$ cat src/rtl/cvxif_offload_ctrl_if.sv
// Bundle of the issue-stage, coprocessor and writeback signals of cvxif_offload_ctrl.
// The master modport is the controller's view; the slave modport is its environment.
interface cvxif_offload_ctrl_if #(
  parameter int unsigned TRANS_ID_BITS   = 3,
  parameter int unsigned MAX_OUTSTANDING = 4,
  parameter int unsigned XLEN            = 64
);
  localparam int unsigned CNT_W = $clog2(MAX_OUTSTANDING + 1);

  logic                     flush_i;
  logic                     off_valid_i;
  logic                     off_ready_o;
  logic [31:0]              off_instr_i;
  logic [TRANS_ID_BITS-1:0] off_id_i;
  logic [XLEN-1:0]          off_rs1_i;
  logic [XLEN-1:0]          off_rs2_i;

  logic                     cp_issue_valid_o;
  logic                     cp_issue_ready_i;
  logic [31:0]              cp_issue_instr_o;
  logic [TRANS_ID_BITS-1:0] cp_issue_id_o;
  logic [XLEN-1:0]          cp_issue_rs1_o;
  logic [XLEN-1:0]          cp_issue_rs2_o;
  logic                     cp_issue_accept_i;
  logic                     cp_issue_writeback_i;

  logic                     cp_commit_valid_o;
  logic [TRANS_ID_BITS-1:0] cp_commit_id_o;
  logic                     cp_commit_kill_o;

  logic                     cp_result_valid_i;
  logic                     cp_result_ready_o;
  logic [TRANS_ID_BITS-1:0] cp_result_id_i;
  logic [XLEN-1:0]          cp_result_data_i;
  logic                     cp_result_we_i;
  logic                     cp_result_exc_i;
  logic [5:0]               cp_result_exccode_i;

  logic                     wb_valid_o;
  logic                     wb_ready_i;
  logic [TRANS_ID_BITS-1:0] wb_id_o;
  logic [XLEN-1:0]          wb_result_o;
  logic                     wb_we_o;
  logic                     wb_exc_valid_o;
  logic [XLEN-1:0]          wb_exc_cause_o;
  logic [XLEN-1:0]          wb_exc_tval_o;

  logic [CNT_W-1:0]         outstanding_o;
  logic                     spurious_o;

  modport master (
    input  flush_i, off_valid_i, off_instr_i, off_id_i, off_rs1_i, off_rs2_i,
    input  cp_issue_ready_i, cp_issue_accept_i, cp_issue_writeback_i,
    input  cp_result_valid_i, cp_result_id_i, cp_result_data_i, cp_result_we_i,
    input  cp_result_exc_i, cp_result_exccode_i, wb_ready_i,
    output off_ready_o, cp_issue_valid_o, cp_issue_instr_o, cp_issue_id_o,
    output cp_issue_rs1_o, cp_issue_rs2_o,
    output cp_commit_valid_o, cp_commit_id_o, cp_commit_kill_o, cp_result_ready_o,
    output wb_valid_o, wb_id_o, wb_result_o, wb_we_o,
    output wb_exc_valid_o, wb_exc_cause_o, wb_exc_tval_o, outstanding_o, spurious_o
  );

  modport slave (
    output flush_i, off_valid_i, off_instr_i, off_id_i, off_rs1_i, off_rs2_i,
    output cp_issue_ready_i, cp_issue_accept_i, cp_issue_writeback_i,
    output cp_result_valid_i, cp_result_id_i, cp_result_data_i, cp_result_we_i,
    output cp_result_exc_i, cp_result_exccode_i, wb_ready_i,
    input  off_ready_o, cp_issue_valid_o, cp_issue_instr_o, cp_issue_id_o,
    input  cp_issue_rs1_o, cp_issue_rs2_o,
    input  cp_commit_valid_o, cp_commit_id_o, cp_commit_kill_o, cp_result_ready_o,
    input  wb_valid_o, wb_id_o, wb_result_o, wb_we_o,
    input  wb_exc_valid_o, wb_exc_cause_o, wb_exc_tval_o, outstanding_o, spurious_o
  );
endinterface

$ cat src/rtl/cvxif_offload_ctrl.sv
// Offload sequencer between issue stage and CV-X-IF coprocessor: budgeted issue, commit,
// illegal-instruction conversion, in-flight ID tracking and a one-entry writeback register.
module cvxif_offload_ctrl #(
  parameter int unsigned TRANS_ID_BITS   = 3,
  parameter int unsigned MAX_OUTSTANDING = 4,
  parameter int unsigned XLEN            = 64
) (
  input logic                clk_i,
  input logic                rst_ni,
  cvxif_offload_ctrl_if.master bus
);
  localparam int unsigned NUM_IDS = 1 << TRANS_ID_BITS;
  localparam int unsigned CNT_W   = $clog2(MAX_OUTSTANDING + 1);
  localparam logic [XLEN-1:0] CAUSE_ILLEGAL = XLEN'(2);

  typedef logic [TRANS_ID_BITS-1:0] id_t;

  function automatic logic [XLEN-1:0] zext_instr(input logic [31:0] instr);
    return XLEN'(instr);
  endfunction

  function automatic logic [XLEN-1:0] zext_code(input logic [5:0] code);
    return XLEN'(code);
  endfunction

  logic [NUM_IDS-1:0] busy_q, busy_d;
  logic [CNT_W-1:0]   count_q, count_d;
  logic               commit_pend_q;
  id_t                commit_id_q;
  logic               ill_pend_q;
  id_t                ill_id_q;
  logic [31:0]        ill_instr_q;
  logic               spurious_q;

  logic               vld_p1;
  id_t                wb_id_p1;
  logic [XLEN-1:0]    wb_result_p1;
  logic               wb_we_p1;
  logic               wb_exc_p1;
  logic [XLEN-1:0]    wb_cause_p1;
  logic [XLEN-1:0]    wb_tval_p1;

  logic ok, fire, acc_fire, rej_fire, track;
  logic draining, out_free, ill_src, res_ready, res_fire, res_hit;
  id_t         ill_id_src;
  logic [31:0] ill_instr_src;

  // Issue gate: stage 0 is purely combinational
  assign ok = !bus.flush_i && !ill_pend_q && (count_q < CNT_W'(MAX_OUTSTANDING))
              && !busy_q[bus.off_id_i];
  assign bus.cp_issue_valid_o = bus.off_valid_i && ok;
  assign bus.off_ready_o      = bus.cp_issue_ready_i && ok;
  assign bus.cp_issue_instr_o = bus.off_instr_i;
  assign bus.cp_issue_id_o    = bus.off_id_i;
  assign bus.cp_issue_rs1_o   = bus.off_rs1_i;
  assign bus.cp_issue_rs2_o   = bus.off_rs2_i;

  assign fire     = bus.cp_issue_valid_o && bus.cp_issue_ready_i;
  assign acc_fire = fire && bus.cp_issue_accept_i;
  assign rej_fire = fire && !bus.cp_issue_accept_i;
  assign track    = acc_fire && bus.cp_issue_writeback_i;

  // A rejection goes straight to writeback when the register is free; the illegal
  // register only holds it while the output is blocked, so latency stays one cycle.
  assign draining      = vld_p1 && bus.wb_ready_i;
  assign out_free      = !vld_p1 || draining;
  assign ill_src       = ill_pend_q || rej_fire;
  assign ill_id_src    = ill_pend_q ? ill_id_q : bus.off_id_i;
  assign ill_instr_src = ill_pend_q ? ill_instr_q : bus.off_instr_i;
  assign res_ready     = out_free && !ill_src;
  assign res_fire      = bus.cp_result_valid_i && res_ready;
  assign res_hit       = res_fire && busy_q[bus.cp_result_id_i];

  assign bus.cp_result_ready_o = res_ready;

  always_comb begin
    busy_d  = busy_q;
    count_d = count_q;
    if (track)   busy_d[bus.off_id_i]     = 1'b1;
    if (res_hit) busy_d[bus.cp_result_id_i] = 1'b0;
    case ({track, res_hit})
      2'b10:   count_d = count_q + CNT_W'(1);
      2'b01:   count_d = count_q - CNT_W'(1);
      default: count_d = count_q;
    endcase
    if (bus.flush_i) begin
      busy_d  = '0;
      count_d = '0;
    end
  end

  always_ff @(posedge clk_i or negedge rst_ni) begin
    if (!rst_ni) begin
      busy_q        <= '0;
      count_q       <= '0;
      commit_pend_q <= 1'b0;
      commit_id_q   <= '0;
      ill_pend_q    <= 1'b0;
      ill_id_q      <= '0;
      ill_instr_q   <= '0;
      spurious_q    <= 1'b0;
    end else begin
      busy_q        <= busy_d;
      count_q       <= count_d;
      commit_pend_q <= acc_fire;
      if (acc_fire) commit_id_q <= bus.off_id_i;
      spurious_q    <= res_fire && !busy_q[bus.cp_result_id_i];
      if (bus.flush_i) begin
        ill_pend_q <= 1'b0;
      end else if (rej_fire && !out_free) begin
        ill_pend_q  <= 1'b1;
        ill_id_q    <= bus.off_id_i;
        ill_instr_q <= bus.off_instr_i;
      end else if (out_free) begin
        ill_pend_q <= 1'b0;
      end
    end
  end

  // Stage 1: writeback register, holds while wb_valid_o && !wb_ready_i
  always_ff @(posedge clk_i or negedge rst_ni) begin
    if (!rst_ni) begin
      vld_p1       <= 1'b0;
      wb_id_p1     <= '0;
      wb_result_p1 <= '0;
      wb_we_p1     <= 1'b0;
      wb_exc_p1    <= 1'b0;
      wb_cause_p1  <= '0;
      wb_tval_p1   <= '0;
    end else if (bus.flush_i) begin
      vld_p1 <= 1'b0;
    end else if (out_free) begin
      if (ill_src) begin
        vld_p1       <= 1'b1;
        wb_id_p1     <= ill_id_src;
        wb_result_p1 <= '0;
        wb_we_p1     <= 1'b0;
        wb_exc_p1    <= 1'b1;
        wb_cause_p1  <= CAUSE_ILLEGAL;
        wb_tval_p1   <= zext_instr(ill_instr_src);
      end else if (res_hit) begin
        vld_p1       <= 1'b1;
        wb_id_p1     <= bus.cp_result_id_i;
        wb_result_p1 <= bus.cp_result_data_i;
        wb_we_p1     <= bus.cp_result_we_i;
        wb_exc_p1    <= bus.cp_result_exc_i;
        wb_cause_p1  <= zext_code(bus.cp_result_exccode_i);
        wb_tval_p1   <= '0;
      end else begin
        vld_p1 <= 1'b0;
      end
    end
  end

  assign bus.cp_commit_valid_o = commit_pend_q;
  assign bus.cp_commit_id_o    = commit_id_q;
  assign bus.cp_commit_kill_o  = commit_pend_q && bus.flush_i;
  assign bus.wb_valid_o        = vld_p1;
  assign bus.wb_id_o           = wb_id_p1;
  assign bus.wb_result_o       = wb_result_p1;
  assign bus.wb_we_o           = wb_we_p1;
  assign bus.wb_exc_valid_o    = wb_exc_p1;
  assign bus.wb_exc_cause_o    = wb_cause_p1;
  assign bus.wb_exc_tval_o     = wb_tval_p1;
  assign bus.outstanding_o     = count_q;
  assign bus.spurious_o        = spurious_q;
endmodule
$ cat src/flat_wrapper.sv
// flat-port wrapper written by rule: the top's interface ports become plain ports
module cvxif_offload_ctrl_flat 
#(
  parameter int unsigned TRANS_ID_BITS   = 3,
  parameter int unsigned MAX_OUTSTANDING = 4,
  parameter int unsigned XLEN            = 64
)
  (clk_i, rst_ni, bus_flush_i, bus_off_valid_i, bus_off_instr_i, bus_off_id_i, bus_off_rs1_i, bus_off_rs2_i, bus_cp_issue_ready_i, bus_cp_issue_accept_i, bus_cp_issue_writeback_i, bus_cp_result_valid_i, bus_cp_result_id_i, bus_cp_result_data_i, bus_cp_result_we_i, bus_cp_result_exc_i, bus_cp_result_exccode_i, bus_wb_ready_i, bus_off_ready_o, bus_cp_issue_valid_o, bus_cp_issue_instr_o, bus_cp_issue_id_o, bus_cp_issue_rs1_o, bus_cp_issue_rs2_o, bus_cp_commit_valid_o, bus_cp_commit_id_o, bus_cp_commit_kill_o, bus_cp_result_ready_o, bus_wb_valid_o, bus_wb_id_o, bus_wb_result_o, bus_wb_we_o, bus_wb_exc_valid_o, bus_wb_exc_cause_o, bus_wb_exc_tval_o, bus_outstanding_o, bus_spurious_o);
  cvxif_offload_ctrl_if #(.TRANS_ID_BITS(TRANS_ID_BITS), .MAX_OUTSTANDING(MAX_OUTSTANDING), .XLEN(XLEN)) bus_i ();
  input logic clk_i;
  input logic rst_ni;
  input wire logic [$bits(bus_i.flush_i)-1:0] bus_flush_i;
  input wire logic [$bits(bus_i.off_valid_i)-1:0] bus_off_valid_i;
  input wire logic [$bits(bus_i.off_instr_i)-1:0] bus_off_instr_i;
  input wire logic [$bits(bus_i.off_id_i)-1:0] bus_off_id_i;
  input wire logic [$bits(bus_i.off_rs1_i)-1:0] bus_off_rs1_i;
  input wire logic [$bits(bus_i.off_rs2_i)-1:0] bus_off_rs2_i;
  input wire logic [$bits(bus_i.cp_issue_ready_i)-1:0] bus_cp_issue_ready_i;
  input wire logic [$bits(bus_i.cp_issue_accept_i)-1:0] bus_cp_issue_accept_i;
  input wire logic [$bits(bus_i.cp_issue_writeback_i)-1:0] bus_cp_issue_writeback_i;
  input wire logic [$bits(bus_i.cp_result_valid_i)-1:0] bus_cp_result_valid_i;
  input wire logic [$bits(bus_i.cp_result_id_i)-1:0] bus_cp_result_id_i;
  input wire logic [$bits(bus_i.cp_result_data_i)-1:0] bus_cp_result_data_i;
  input wire logic [$bits(bus_i.cp_result_we_i)-1:0] bus_cp_result_we_i;
  input wire logic [$bits(bus_i.cp_result_exc_i)-1:0] bus_cp_result_exc_i;
  input wire logic [$bits(bus_i.cp_result_exccode_i)-1:0] bus_cp_result_exccode_i;
  input wire logic [$bits(bus_i.wb_ready_i)-1:0] bus_wb_ready_i;
  output wire logic [$bits(bus_i.off_ready_o)-1:0] bus_off_ready_o;
  output wire logic [$bits(bus_i.cp_issue_valid_o)-1:0] bus_cp_issue_valid_o;
  output wire logic [$bits(bus_i.cp_issue_instr_o)-1:0] bus_cp_issue_instr_o;
  output wire logic [$bits(bus_i.cp_issue_id_o)-1:0] bus_cp_issue_id_o;
  output wire logic [$bits(bus_i.cp_issue_rs1_o)-1:0] bus_cp_issue_rs1_o;
  output wire logic [$bits(bus_i.cp_issue_rs2_o)-1:0] bus_cp_issue_rs2_o;
  output wire logic [$bits(bus_i.cp_commit_valid_o)-1:0] bus_cp_commit_valid_o;
  output wire logic [$bits(bus_i.cp_commit_id_o)-1:0] bus_cp_commit_id_o;
  output wire logic [$bits(bus_i.cp_commit_kill_o)-1:0] bus_cp_commit_kill_o;
  output wire logic [$bits(bus_i.cp_result_ready_o)-1:0] bus_cp_result_ready_o;
  output wire logic [$bits(bus_i.wb_valid_o)-1:0] bus_wb_valid_o;
  output wire logic [$bits(bus_i.wb_id_o)-1:0] bus_wb_id_o;
  output wire logic [$bits(bus_i.wb_result_o)-1:0] bus_wb_result_o;
  output wire logic [$bits(bus_i.wb_we_o)-1:0] bus_wb_we_o;
  output wire logic [$bits(bus_i.wb_exc_valid_o)-1:0] bus_wb_exc_valid_o;
  output wire logic [$bits(bus_i.wb_exc_cause_o)-1:0] bus_wb_exc_cause_o;
  output wire logic [$bits(bus_i.wb_exc_tval_o)-1:0] bus_wb_exc_tval_o;
  output wire logic [$bits(bus_i.outstanding_o)-1:0] bus_outstanding_o;
  output wire logic [$bits(bus_i.spurious_o)-1:0] bus_spurious_o;
  assign bus_i.flush_i = bus_flush_i;
  assign bus_i.off_valid_i = bus_off_valid_i;
  assign bus_i.off_instr_i = bus_off_instr_i;
  assign bus_i.off_id_i = bus_off_id_i;
  assign bus_i.off_rs1_i = bus_off_rs1_i;
  assign bus_i.off_rs2_i = bus_off_rs2_i;
  assign bus_i.cp_issue_ready_i = bus_cp_issue_ready_i;
  assign bus_i.cp_issue_accept_i = bus_cp_issue_accept_i;
  assign bus_i.cp_issue_writeback_i = bus_cp_issue_writeback_i;
  assign bus_i.cp_result_valid_i = bus_cp_result_valid_i;
  assign bus_i.cp_result_id_i = bus_cp_result_id_i;
  assign bus_i.cp_result_data_i = bus_cp_result_data_i;
  assign bus_i.cp_result_we_i = bus_cp_result_we_i;
  assign bus_i.cp_result_exc_i = bus_cp_result_exc_i;
  assign bus_i.cp_result_exccode_i = bus_cp_result_exccode_i;
  assign bus_i.wb_ready_i = bus_wb_ready_i;
  assign bus_off_ready_o = bus_i.off_ready_o;
  assign bus_cp_issue_valid_o = bus_i.cp_issue_valid_o;
  assign bus_cp_issue_instr_o = bus_i.cp_issue_instr_o;
  assign bus_cp_issue_id_o = bus_i.cp_issue_id_o;
  assign bus_cp_issue_rs1_o = bus_i.cp_issue_rs1_o;
  assign bus_cp_issue_rs2_o = bus_i.cp_issue_rs2_o;
  assign bus_cp_commit_valid_o = bus_i.cp_commit_valid_o;
  assign bus_cp_commit_id_o = bus_i.cp_commit_id_o;
  assign bus_cp_commit_kill_o = bus_i.cp_commit_kill_o;
  assign bus_cp_result_ready_o = bus_i.cp_result_ready_o;
  assign bus_wb_valid_o = bus_i.wb_valid_o;
  assign bus_wb_id_o = bus_i.wb_id_o;
  assign bus_wb_result_o = bus_i.wb_result_o;
  assign bus_wb_we_o = bus_i.wb_we_o;
  assign bus_wb_exc_valid_o = bus_i.wb_exc_valid_o;
  assign bus_wb_exc_cause_o = bus_i.wb_exc_cause_o;
  assign bus_wb_exc_tval_o = bus_i.wb_exc_tval_o;
  assign bus_outstanding_o = bus_i.outstanding_o;
  assign bus_spurious_o = bus_i.spurious_o;
  cvxif_offload_ctrl #(.TRANS_ID_BITS(TRANS_ID_BITS), .MAX_OUTSTANDING(MAX_OUTSTANDING), .XLEN(XLEN)) u_core (.clk_i(clk_i), .rst_ni(rst_ni), .bus(bus_i));
endmodule
$ cat config.mk
export PLATFORM = sky130hd
export DESIGN_NAME = cvxif_offload_ctrl_flat
export DESIGN_NICKNAME = d
export VERILOG_FILES = /design/src/rtl/cvxif_offload_ctrl_if.sv /design/src/rtl/cvxif_offload_ctrl.sv /design/src/flat_wrapper.sv
export SDC_FILE = /design/constraint.sdc
export NUM_CORES = 1
export LEC_CHECK = 0
export BUFFER_PORTS_ARGS = -buffer_cell sky130_fd_sc_hd__clkbuf_2
export CORE_AREA = 2 2 243 245
export CTS_CLUSTER_SIZE = 40
export DETAILED_ROUTE_END_ITERATION = 10
export DIE_AREA = 0 0 245 247
export SETUP_SLACK_MARGIN = 0.2
export SYNTH_ARGS = -nofsm -noshare
export SYNTH_HDL_FRONTEND = slang
export SYNTH_SLANG_ARGS = --single-unit
export TNS_END_PERCENT = 100
$ cat constraint.sdc
create_clock -name clk_i -period 9.14 [get_ports clk_i]
set_clock_uncertainty 0.2 [all_clocks]
set_input_delay 2.285 -clock clk_i [delete_from_list [all_inputs] [get_ports clk_i]]
set_output_delay 2.285 -clock clk_i [all_outputs]
set_load 0.01 [all_outputs]
==> results of run 1 <==
metal layers:
layer / wire (µm) / vias up
met5: 58 / -
met4: 1780 / 4
met3: 2430 / 109
met2: 12000 / 337
met1: 9810 / 2886
li1: - / 2624
state kept, by name (all words and copies together) (netlist names), 3 cells and up:
name	cells
u_core.bus.cp_commit_id_o	3
u_core.ill_id_q	3
u_core.bus.wb_result_o	64
u_core.busy_q	8
u_core.bus.wb_exc_tval_o	32
u_core.bus.wb_exc_cause_o	6
u_core.bus.outstanding_o	3
u_core.ill_instr_q	32
u_core.bus.wb_id_o	3
report_power, final:
group          internal (µW)  leakage (µW)  switching [µW]  total (µW)
combinational            182       0.00269             223         405
sequential               818       0.00212            69.2         887
clock                    379      0.000275             339         718
final timing paths:
| check | startpoint | endpoint | slack [ns] | depth (start not counted) |
|---|---|---|---|---|
| max | bus_off_id_i[0] | bus_cp_result_ready_o | 2.40 | 8 |
| min | u_core.bus.wb_exc_tval_o[28] | u_core.bus.wb_exc_tval_o[28] | 0.28 | 1 |
| max reg2reg | u_core.ill_pend_q | u_core.bus.wb_result_o[7] | 5.19 | 8 |
| min reg2reg | u_core.bus.wb_exc_tval_o[28] | u_core.bus.wb_exc_tval_o[28] | 0.28 | 1 |
| max in group asynchronous | rst_ni | u_core.ill_pend_q | 5.59 | 2 |
| min in group asynchronous | rst_ni | u_core.bus.wb_exc_tval_o[3] | 1.65 | 1 |
area by class of cell:
type | count | area, µm² | share of cell area
Antenna cell | 2 | 5.00 | 0.000499
Clock buffer | 18 | 429 | 0.0428
Clock inverter | 13 | 128 | 0.0127
Inverter | 5 | 18.8 | 0.00187
Multi-Input combinational cell | 421 | 3050 | 0.304
Sequential cell | 160 | 4010 | 0.399
Tap cell | 773 | 967 | 0.0965
Timing Repair Buffer | 280 | 1430 | 0.142
logic make-up (layout without fill, tap and decap cells):
logic type,Yosys count,count (layout),synth area share
adders and majority gates,1,1,0.00225
other,1,92,0.000421
DFF,160,160,0.450
muxes,79,79,0.0957
buffers and inverters,300,316,0.247
AOI/OAI and AO/OA,139,139,0.133
and+or+nand+nor,112,112,0.0717
cell usage after synthesis (all sizes together):
cell / n
nand3: 11
a31oi: 7
nor4: 3
a22o: 70
inv: 5
o2111a: 1
mux2i: 40
nor3b: 2
a211oi: 1
nand2: 10
a21boi: 4
a2111oi: 2
o211ai: 1
clkbuf: 14
conb: 1
nor3: 45
a21o: 33
a22oi: 5
nand4: 5
dfrtp: 160
nand4b: 1
o22ai: 1
or2: 1
o21ai: 4
a21oi: 4
nand3b: 2
nor2b: 7
fa: 1
mux2: 39
nor2: 10
and4: 1
nand2b: 4
a211o: 4
o2111ai: 1
a32oi: 1
and2: 6
and3b: 1
and3: 3
buf: 281
per-stage QoR:
step | setup WS (ns) | utilization | std cells | instance area [µm²]
3_3_place_gp | 2.39 | 0.163 | 1639 | 9460
6_report | 2.40 | 0.172 | 1672 | 10000
4_1_cts | 2.33 | 0.172 | 1670 | 10000
5_1_grt | 2.21 | 0.172 | 1670 | 10000
2_1_floorplan | 2.95 | - | 881 | 9230
3_5_place_dp | 2.34 | 0.163 | 1639 | 9460
critical path, stage by stage:
cell and delay, ns:
clkbuf_2 0.27, mux2i_1 0.36, o22ai_4 0.15, a211oi_4 0.36, a31oi_4 0.11, buf_4 0.30
and2_1 0.25, clkbuf_2 0.12
==> metrics.yaml, run 1 <==
outcome: "completed"
final_common_cell: "clkbuf_2"
global_route.overflow_total: 0
gp_congestion: 0.805
syn_avg_cell_area_um2: 11.2
grt_pass1_vias: 5905
hold_buffers: 0
area_delta_synth_final_pct: 12.7
tns_ns: 0
pin_count: 620
slew_violations: 0
nets: 1133
fp.dieH_um: 247
path_clk_slew_ns: 0.07
grtUsageMet2: 0.128
core_area_mm2: 0.0582
antenna_found_initial: 1
htreeDepth: 4
drive_gt1_frac: 0.406
start_util: 0.153
synth_top_area_frac: 0.450
rsz0062_at_grt: "no"
num_vias: 5960
end_kind: "output port"
maxClockFrequency_mhz: 148
rows: 89
finalPower_uw: 2010
synth_warnings: 0
remaining_drc_errors: 0
leakage_uw: 0.00508
drt_first_pass_iters: 4
drt_wl_total_um: 26100
crit_fanout: 44
syn_inst: 792
critPathArrivalTime_ns: 4.26
die_area_mm2: 0.0605
hp-class: "register to register"
cts_num_sinks: 160
synth-seq-cells: 160
p_per_area_mw_per_mm2: 200
final_cell_mix: "clkbuf_2, dfrtp_1, conb_1"
worst_setup_path_start_kind: "primary input"
finalHoldViolations: 0
critical_path_class: "primary input to output port"
vias_per_cell: 3.56
cts_tree: "done"
port_buffers: 273
use_met1: 0.0913
drv_cap: 0
cts_setup_buffers: 0
layout_min_cycle_time_ns: 6.74
final_antenna_net_count: 0
yosysSeqAreaShare: 0.450
worst_pin_slew_ns: 0.933
setup_viol: 0
period_share: 0.738
fillers: 6464
grt_usage: 0.0855
synth_cell_types: 51
grt_pass1_wl_um: 37300
hold_ws_ns: 0.278
clockBufferDepth: 2
cts_root_buf: "clkbuf_16"
hpwl_um: 18800
cts_buffers: 17
die_x_um: 245
drtIter0Drc: 212
worst_slew_margin_rel: 0.378
routedWlPerCell_um: 15.6
worstPathRequired_ns: 6.66
grtUsageMet3: 0.0399
ctsResizeCount: 0
clk_latency_ns: 0.46
netlist_area_mm2: 0.00890
synthTopCellsByArea: "dfrtp_1, buf_4, a22o_1"
synth.largest_area_cell: "dfrtp_1"
grt_max_degree: 99
peakVddDrop_mv: 0.133
top_usage_layer: "met2"
Power figures use the tool's default switching activity.
==> run 2: changes to the inputs <==
--- a/config.mk
+++ b/config.mk
@@ -6,10 +6,10 @@
 export NUM_CORES = 1
 export LEC_CHECK = 0
 export BUFFER_PORTS_ARGS = -buffer_cell sky130_fd_sc_hd__clkbuf_2
-export CORE_AREA = 2 2 243 245
+export CORE_AREA = 2 2 242 244
 export CTS_CLUSTER_SIZE = 40
 export DETAILED_ROUTE_END_ITERATION = 10
-export DIE_AREA = 0 0 245 247
+export DIE_AREA = 0 0 244 246
 export SETUP_SLACK_MARGIN = 0.2
 export SYNTH_ARGS = -nofsm -noshare
 export SYNTH_HDL_FRONTEND = slang
==> constraint.sdc (replaced) <==
create_clock -name clk_i -period 5.6 [get_ports clk_i]
set_clock_uncertainty 0.2 [all_clocks]
set_input_delay 1.4 -clock clk_i [delete_from_list [all_inputs] [get_ports clk_i]]
set_output_delay 1.4 -clock clk_i [all_outputs]
set_load 0.01 [all_outputs]
==> run 2 against run 1 <==
Via count increased by 0.94%. Final cell count decreased by 0.30%. Die area decreased by 0.81%. First-iteration DRC count increased by 16%. Register-to-register slack got worse by 2.7 ns. Largest cell class unchanged.
==> metrics.yaml, run 2 (same netlist as run 1, synthesis figures left out) <==
nets: 1137  # +0.35%
crit_end: "bus_cp_result_ready_o"
die_area_mm2: 0.0600  # -0.81%
cts_buffers: 17  # unchanged
r2r_start: "u_core.busy_q[5]"
num_vias: 6016  # +0.94%
fillers: 6341  # -1.9%
grt_pass1_vias: 5880  # -0.42%
pin_count: 620  # unchanged
regArea_mm2: 0.00401  # unchanged
rows: 88  # -1.1%
layout_min_cycle_time_ns: 4.64
tns_ns: 0  # unchanged
htreeDepth: 4  # unchanged
worstPathRequired_ns: 4.00  # -2.66 ns
die_x_um: 244  # -0.41%
drv_cap: 0  # unchanged
leakage_uw: 0.00510  # +0.54%
grt_pass1_wl_um: 37500  # +0.63%
largest_register_ffs: 64  # unchanged
global_route.overflow_total: 0  # unchanged
hp-class: "register to register"
period_share: 0.829
p_per_area_mw_per_mm2: 332  # +65%
rsz0062_at_grt: "no"
crit_fanout: 13  # -70%
clockBufferDepth: 2  # unchanged
area_delta_synth_final_pct: 13.3
cts_num_sinks: 160  # unchanged
ctsResizeCount: 0  # unchanged
grt_max_degree: 74  # -25%
worst_r2r_endpoint: "u_core.bus.outstanding_o[2]"
fp.dieH_um: 246  # -0.40%
slew_violations: 0  # unchanged
setup_viol: 0  # unchanged
remaining_drc_errors: 0  # unchanged
routedWlPerCell_um: 15.9  # +2.2%
cts_root_buf: "clkbuf_16"
drt_wl_total_um: 26600  # +1.9%
critPathArrivalTime_ns: 3.04  # -1.22 ns
vias_per_cell: 3.61  # +1.2%
core_area_mm2: 0.0574  # -1.5%
drtIter0Drc: 246  # +16%
cts_tree: "done"
r2r_cells: 8  # unchanged
cts_setup_buffers: 0  # unchanged
drt_first_pass_iters: 4  # unchanged
drive_gt1_frac: 0.408  # +0.00264
hold_buffers: 0  # unchanged
r2r_slack_ns: 2.45  # -2.74 ns
multiInputGateArea_mm2: 0.00305  # unchanged
finalHoldViolations: 0  # unchanged
worst_pin_slew_ns: 0.866  # -0.0667 ns
end_kind: "output port"
grt_usage: 0.0873  # +0.00185
worst_slew_margin_rel: 0.421  # +0.0433
gp_congestion: 0.780  # -3.2%
outcome: "completed"
critical_path_class: "primary input to output port"
clk_latency_ns: 0.47  # about the same
crit_path_start: "bus_off_id_i[0]"
start_util: 0.155  # +0.00233
port_buffers: 273  # unchanged
antenna_found_initial: 5  # +4
final_antenna_net_count: 0  # unchanged
maxClockFrequency_mhz: 215
worst_setup_path_start_kind: "primary input"
path_clk_slew_ns: 0.07  # about the same
final_common_cell: "clkbuf_2"
peakVddDrop_mv: 0.230  # +73%
hpwl_um: 19100  # +1.4%
post-route-util: 0.176  # +0.00361
final_cell_mix: "clkbuf_2, dfrtp_1, conb_1"
hold_ws_ns: 0.279  # +0.000835 ns
-- run 2: how the worst min path moves through the flow --
stage,start,to,depth (start not counted)
floorplan,u_core.ill_instr_q[27],u_core.ill_instr_q[27],1
global placement,u_core.bus.wb_exc_tval_o[10],u_core.bus.wb_exc_tval_o[10],1
global route,u_core.bus.wb_exc_tval_o[10],u_core.bus.wb_exc_tval_o[10],1
CTS,u_core.bus.wb_exc_tval_o[23],u_core.bus.wb_exc_tval_o[23],1
detailed placement,u_core.bus.wb_exc_tval_o[0],u_core.bus.wb_exc_tval_o[0],1
finish,u_core.bus.wb_exc_tval_o[23],u_core.bus.wb_exc_tval_o[23],1
-- run 2: metrics by stage --
| step | cell area, µm² | setup slack (ns) | cells | power (µW) |
|---|---|---|---|---|
| after floorplan | 9230 | 1.18 | 881 | 1950 |
| after global placement | 9500 | 0.978 | 1635 | 2140 |
| after detailed placement | 9500 | 0.970 | 1635 | 2160 |
| after CTS | 10100 | 0.960 | 1666 | 3420 |
| after global routing | 10100 | 0.899 | 1667 | 3530 |
| final | 10100 | 0.957 | 1667 | 3340 |
-- run 2: report_power, final --
part	switching, µW	leakage, µW	total [µW]	internal, µW
Combinational	378	0.00271	677	300
Clock	555	0.000278	1220	664
Sequential	111	0.00212	1450	1340
-- run 2: area by class of cell --
type,count,area share
diodes,1,0.000248
clock buffers,18,0.0426
clock inverters,13,0.0153
inverters,5,0.00186
multi-input cells,421,0.302
flip-flops and latches,160,0.397
well taps,765,0.0949
repair buffers,284,0.146
-- run 2: per-layer routing --
| layer | track usage | wire, µm | vias to the layer above | share of wire |
|---|---|---|---|---|
| li1 | - | - | 2638 | - |
| met1 | 0.0968 | 10600 | 2945 | 0.40 |
| met2 | 0.124 | 11800 | 342 | 0.44 |
| met3 | 0.0451 | 2600 | 87 | 0.098 |
| met4 | 0.0710 | 1610 | 4 | 0.060 |
| met5 | 0.00408 | 27 | - | 0.0010 |
-- run 2: critical path, stage by stage --
cell,delay [ns]
clkbuf_2,0.28
mux2i_1,0.34
o22ai_4,0.15
a211oi_4,0.42
a31oi_4,0.13
and2_1,0.20
clkbuf_2,0.12
==> run 3: changes to the inputs <==
--- a/config.mk
+++ b/config.mk
@@ -5,11 +5,12 @@
 export SDC_FILE = /design/constraint.sdc
 export NUM_CORES = 1
 export LEC_CHECK = 0
+export ABC_AREA = 1
 export BUFFER_PORTS_ARGS = -buffer_cell sky130_fd_sc_hd__clkbuf_2
-export CORE_AREA = 2 2 242 244
+export CORE_AREA = 2 2 240 242
 export CTS_CLUSTER_SIZE = 40
 export DETAILED_ROUTE_END_ITERATION = 10
-export DIE_AREA = 0 0 244 246
+export DIE_AREA = 0 0 242 244
 export SETUP_SLACK_MARGIN = 0.2
 export SYNTH_ARGS = -nofsm -noshare
 export SYNTH_HDL_FRONTEND = slang
==> constraint.sdc (replaced) <==
create_clock -name clk_i -period 4.56 [get_ports clk_i]
set_clock_uncertainty 0.2 [all_clocks]
set_input_delay 1.14 -clock clk_i [delete_from_list [all_inputs] [get_ports clk_i]]
set_output_delay 1.14 -clock clk_i [all_outputs]
set_load 0.01 [all_outputs]
==> run 3 against run 2 <==
Setup slack worse by 0.10 ns. Sequential share of layout area down 1.6 points. Register-to-register slack worse by 0.84 ns. Final cell count up 20%. Area after synthesis up 4.6%. Sequential power up 24%. Die area down 1.6%. First-iteration DRC count up 47%. Core utilization up 1.1 points. Worst hold slack worse by 0.012 ns. Critical endpoint unchanged. Largest cell class unchanged. Highest routed layer is now met4.
==> metrics.yaml, run 3 <==
outcome: "completed"
dp_cells: 1976  # +21%
synth_common_cells: "nand2_1, buf_4, dfrtp_1, nand4_1, nor2_1"
fp.dieH_um: 244  # -0.81%
final_antenna_net_count: 0  # unchanged
htreeDepth: 4  # unchanged
period_share: 0.813
drv_cap: 0  # unchanged
syn_inst: 1166  # +47%
drive_gt1_frac: 0.270  # -0.138
maxClockFrequency_mhz: 270
synth_top_area_frac: 0.430  # -0.0199
remaining_drc_errors: 0  # unchanged
largest_register_ffs: 64  # unchanged
synthTopCellsByArea: "dfrtp_1, buf_4, nand2_1"
antenna_found_initial: 1  # -4
drtIter0Drc: 362  # +47%
yosysSeqAreaShare: 0.430  # -0.0199
grt_pass1_vias: 7039  # +20%
worst_slew_margin_rel: 0.440  # +0.0183
synth.most_common_cell: "nand2_1"
critPathArrivalTime_ns: 2.37  # -0.67 ns
p_comb_frac: 0.223  # +0.020
syn_avg_cell_area_um2: 7.99  # -29%
final_common_cell: "nand2_1"
setup_viol: 0  # unchanged
nets: 1487  # +31%
hold_buffers: 0  # unchanged
cts_buffers: 17  # unchanged
clkPwrFrac: 0.352  # -0.013
worstPathRequired_ns: 3.22  # -0.78 ns
leakage_uw: 0.00568  # +11%
core_area_mm2: 0.0562  # -2.1%
peakVddDrop_mv: 0.273  # +18%
layout_min_cycle_time_ns: 3.71
worst_pin_slew_ns: 0.840  # -0.0257 ns
final_area_mm2: 0.0105  # +4.1%
rows: 87  # -1.1%
grt_usage: 0.0985  # +0.0112
hpwl_um: 20700  # +8.4%
netlist_area_mm2: 0.00931  # +4.6%
die_x_um: 242  # -0.82%
synth_warnings: 0  # unchanged
fillers: 6402  # +0.96%
finalHoldViolations: 0  # unchanged
hp-class: "register to register"
synth_cell_types: 29  # -43%
start_util: 0.166  # +0.0106
antenna_cells: 0  # -1
routedWlPerCell_um: 14.8  # -7.4%
die_area_mm2: 0.0590  # -1.6%
vias_per_cell: 3.78  # +4.8%
pin_count: 620  # unchanged
synthArstFlopShare: 1.00  # unchanged
area_delta_synth_final_pct: 12.7
p_sw_uw: 1400  # +35%
cts_num_sinks: 160  # unchanged
num_vias: 7596  # +26%
cts_tree: "done"
final_cell_mix: "nand2_1, clkbuf_2, dfrtp_1"
r2r_slack_ns: 1.61  # -0.84 ns
crit_fanout: 11  # -2
grt_pass1_wl_um: 43300  # +15%
seq_power_share: 0.425  # -0.008
rsz0062_at_grt: "no"
cts_root_buf: "clkbuf_16"
path_clk_slew_ns: 0.07  # about the same
p_per_area_mw_per_mm2: 404  # +22%
synth_edf_count: 0  # unchanged
slew_violations: 0  # unchanged
clk_latency_ns: 0.47  # about the same
tns_ns: 0  # unchanged
placedInstanceArea_mm2: 0.00990  # +4.3%
clockBufferDepth: 2  # unchanged
drt_wl_total_um: 29600  # +11%
drt_first_pass_iters: 5  # +1
ys.flop_type: "dfrtp_1"
synth.largest_area_cell: "dfrtp_1"
p_int_uw: 2840  # +23%
global_route.overflow_total: 0  # unchanged
final_cells: 2008  # +20%
critical_path_class: "primary input to output port"
grt_max_degree: 71  # -4.1%
port_buffers: 273  # unchanged
cts_setup_buffers: 0  # unchanged
gp_congestion: 0.806  # +3.4%
end_kind: "output port"
synth-seq-cells: 160  # unchanged
worst_setup_path_start_kind: "primary input"
ctsResizeCount: 0  # unchanged
swShare: 0.331  # +0.0190
==> run 3: cell count changes in the layout (fill, tap and decap cells not counted), moves of 34 or more <==
cell,previous run,this run
a21oi_1,4,39
a22o_1,70,0
inv_1,5,56
mux2_2,38,0
mux2i_1,39,0
nand2_1,9,289
nand4_1,4,113
nor2_1,10,84
nor3_1,42,8
o21ai_0,2,52
==> run 3: worst max-delay path, stage by stage <==
cell      delay, ns
clkbuf_2       0.18
inv_2          0.18
nand2_1        0.08
nand3_1        0.08
nand3_1        0.10
nor2_1         0.14
nand4_2        0.14
nand3_2        0.12
inv_2          0.07
clkbuf_2       0.13
==> run 3: cell type report <==
type | count | area, µm² | area share
Timing Repair Buffer | 286 | 1510 | 0.144
Tap cell | 756 | 946 | 0.0901
Clock inverter | 12 | 134 | 0.0128
Inverter | 64 | 243 | 0.0231
Multi-Input combinational cell | 710 | 3200 | 0.305
Clock buffer | 20 | 457 | 0.0435
Sequential cell | 160 | 4010 | 0.382
==> run 3: layer usage <==
layer / global-route usage / wire length [µm] / part of all wire
met5: 0.00408 / 0 / 0
met4: 0.0648 / 1490 / 0.050
met3: 0.0388 / 2650 / 0.089
met2: 0.151 / 13400 / 0.45
met1: 0.114 / 12100 / 0.41
==> run 3: cells by family after synthesis <==
logic type      share of synthesized area
simple gates                        0.251
buf+inv                             0.263
flops                               0.430
compound gates                     0.0528
xor+xnor                         0.000941
fa+ha+maj                         0.00215
other cells                      0.000403
==> run 3: path summary, 6_finish.rpt <==
path | startpoint | endpoint | cells past startpoint
worst min register to register | u_core.bus.wb_exc_tval_o[31] | u_core.bus.wb_exc_tval_o[31] | 2
worst min-delay path | u_core.bus.wb_exc_tval_o[31] | u_core.bus.wb_exc_tval_o[31] | 2
worst max register to register | u_core.ill_pend_q | u_core.bus.outstanding_o[2] | 19
min in group asynchronous | rst_ni | u_core.bus.wb_result_o[28] | 1
max in group asynchronous | rst_ni | u_core.bus.wb_exc_tval_o[1] | 2
worst max-delay path | bus_off_id_i[0] | bus_cp_result_ready_o | 10
==> run 3: power by group through the flow <==
stage,Sequential (µW),Combinational [µW],Clock (µW)
final,1800,947,1490
after detailed placement,1830,966,0
after global placement,1820,962,0
after floorplan,1920,581,0
after CTS,1800,966,1570
after global routing,1830,1060,1620
==> run 3: per-stage QoR <==
step	power, µW	setup slack, ns	utilization	hold WS, ns
floorplan	2500	0.929	-	0.253
global placement	2790	0.737	0.176	0.253
detailed placement	2790	0.685	0.176	0.257
CTS	4340	0.861	0.187	0.275
global route	4520	0.736	0.187	0.285
finish	4240	0.853	0.187	0.267
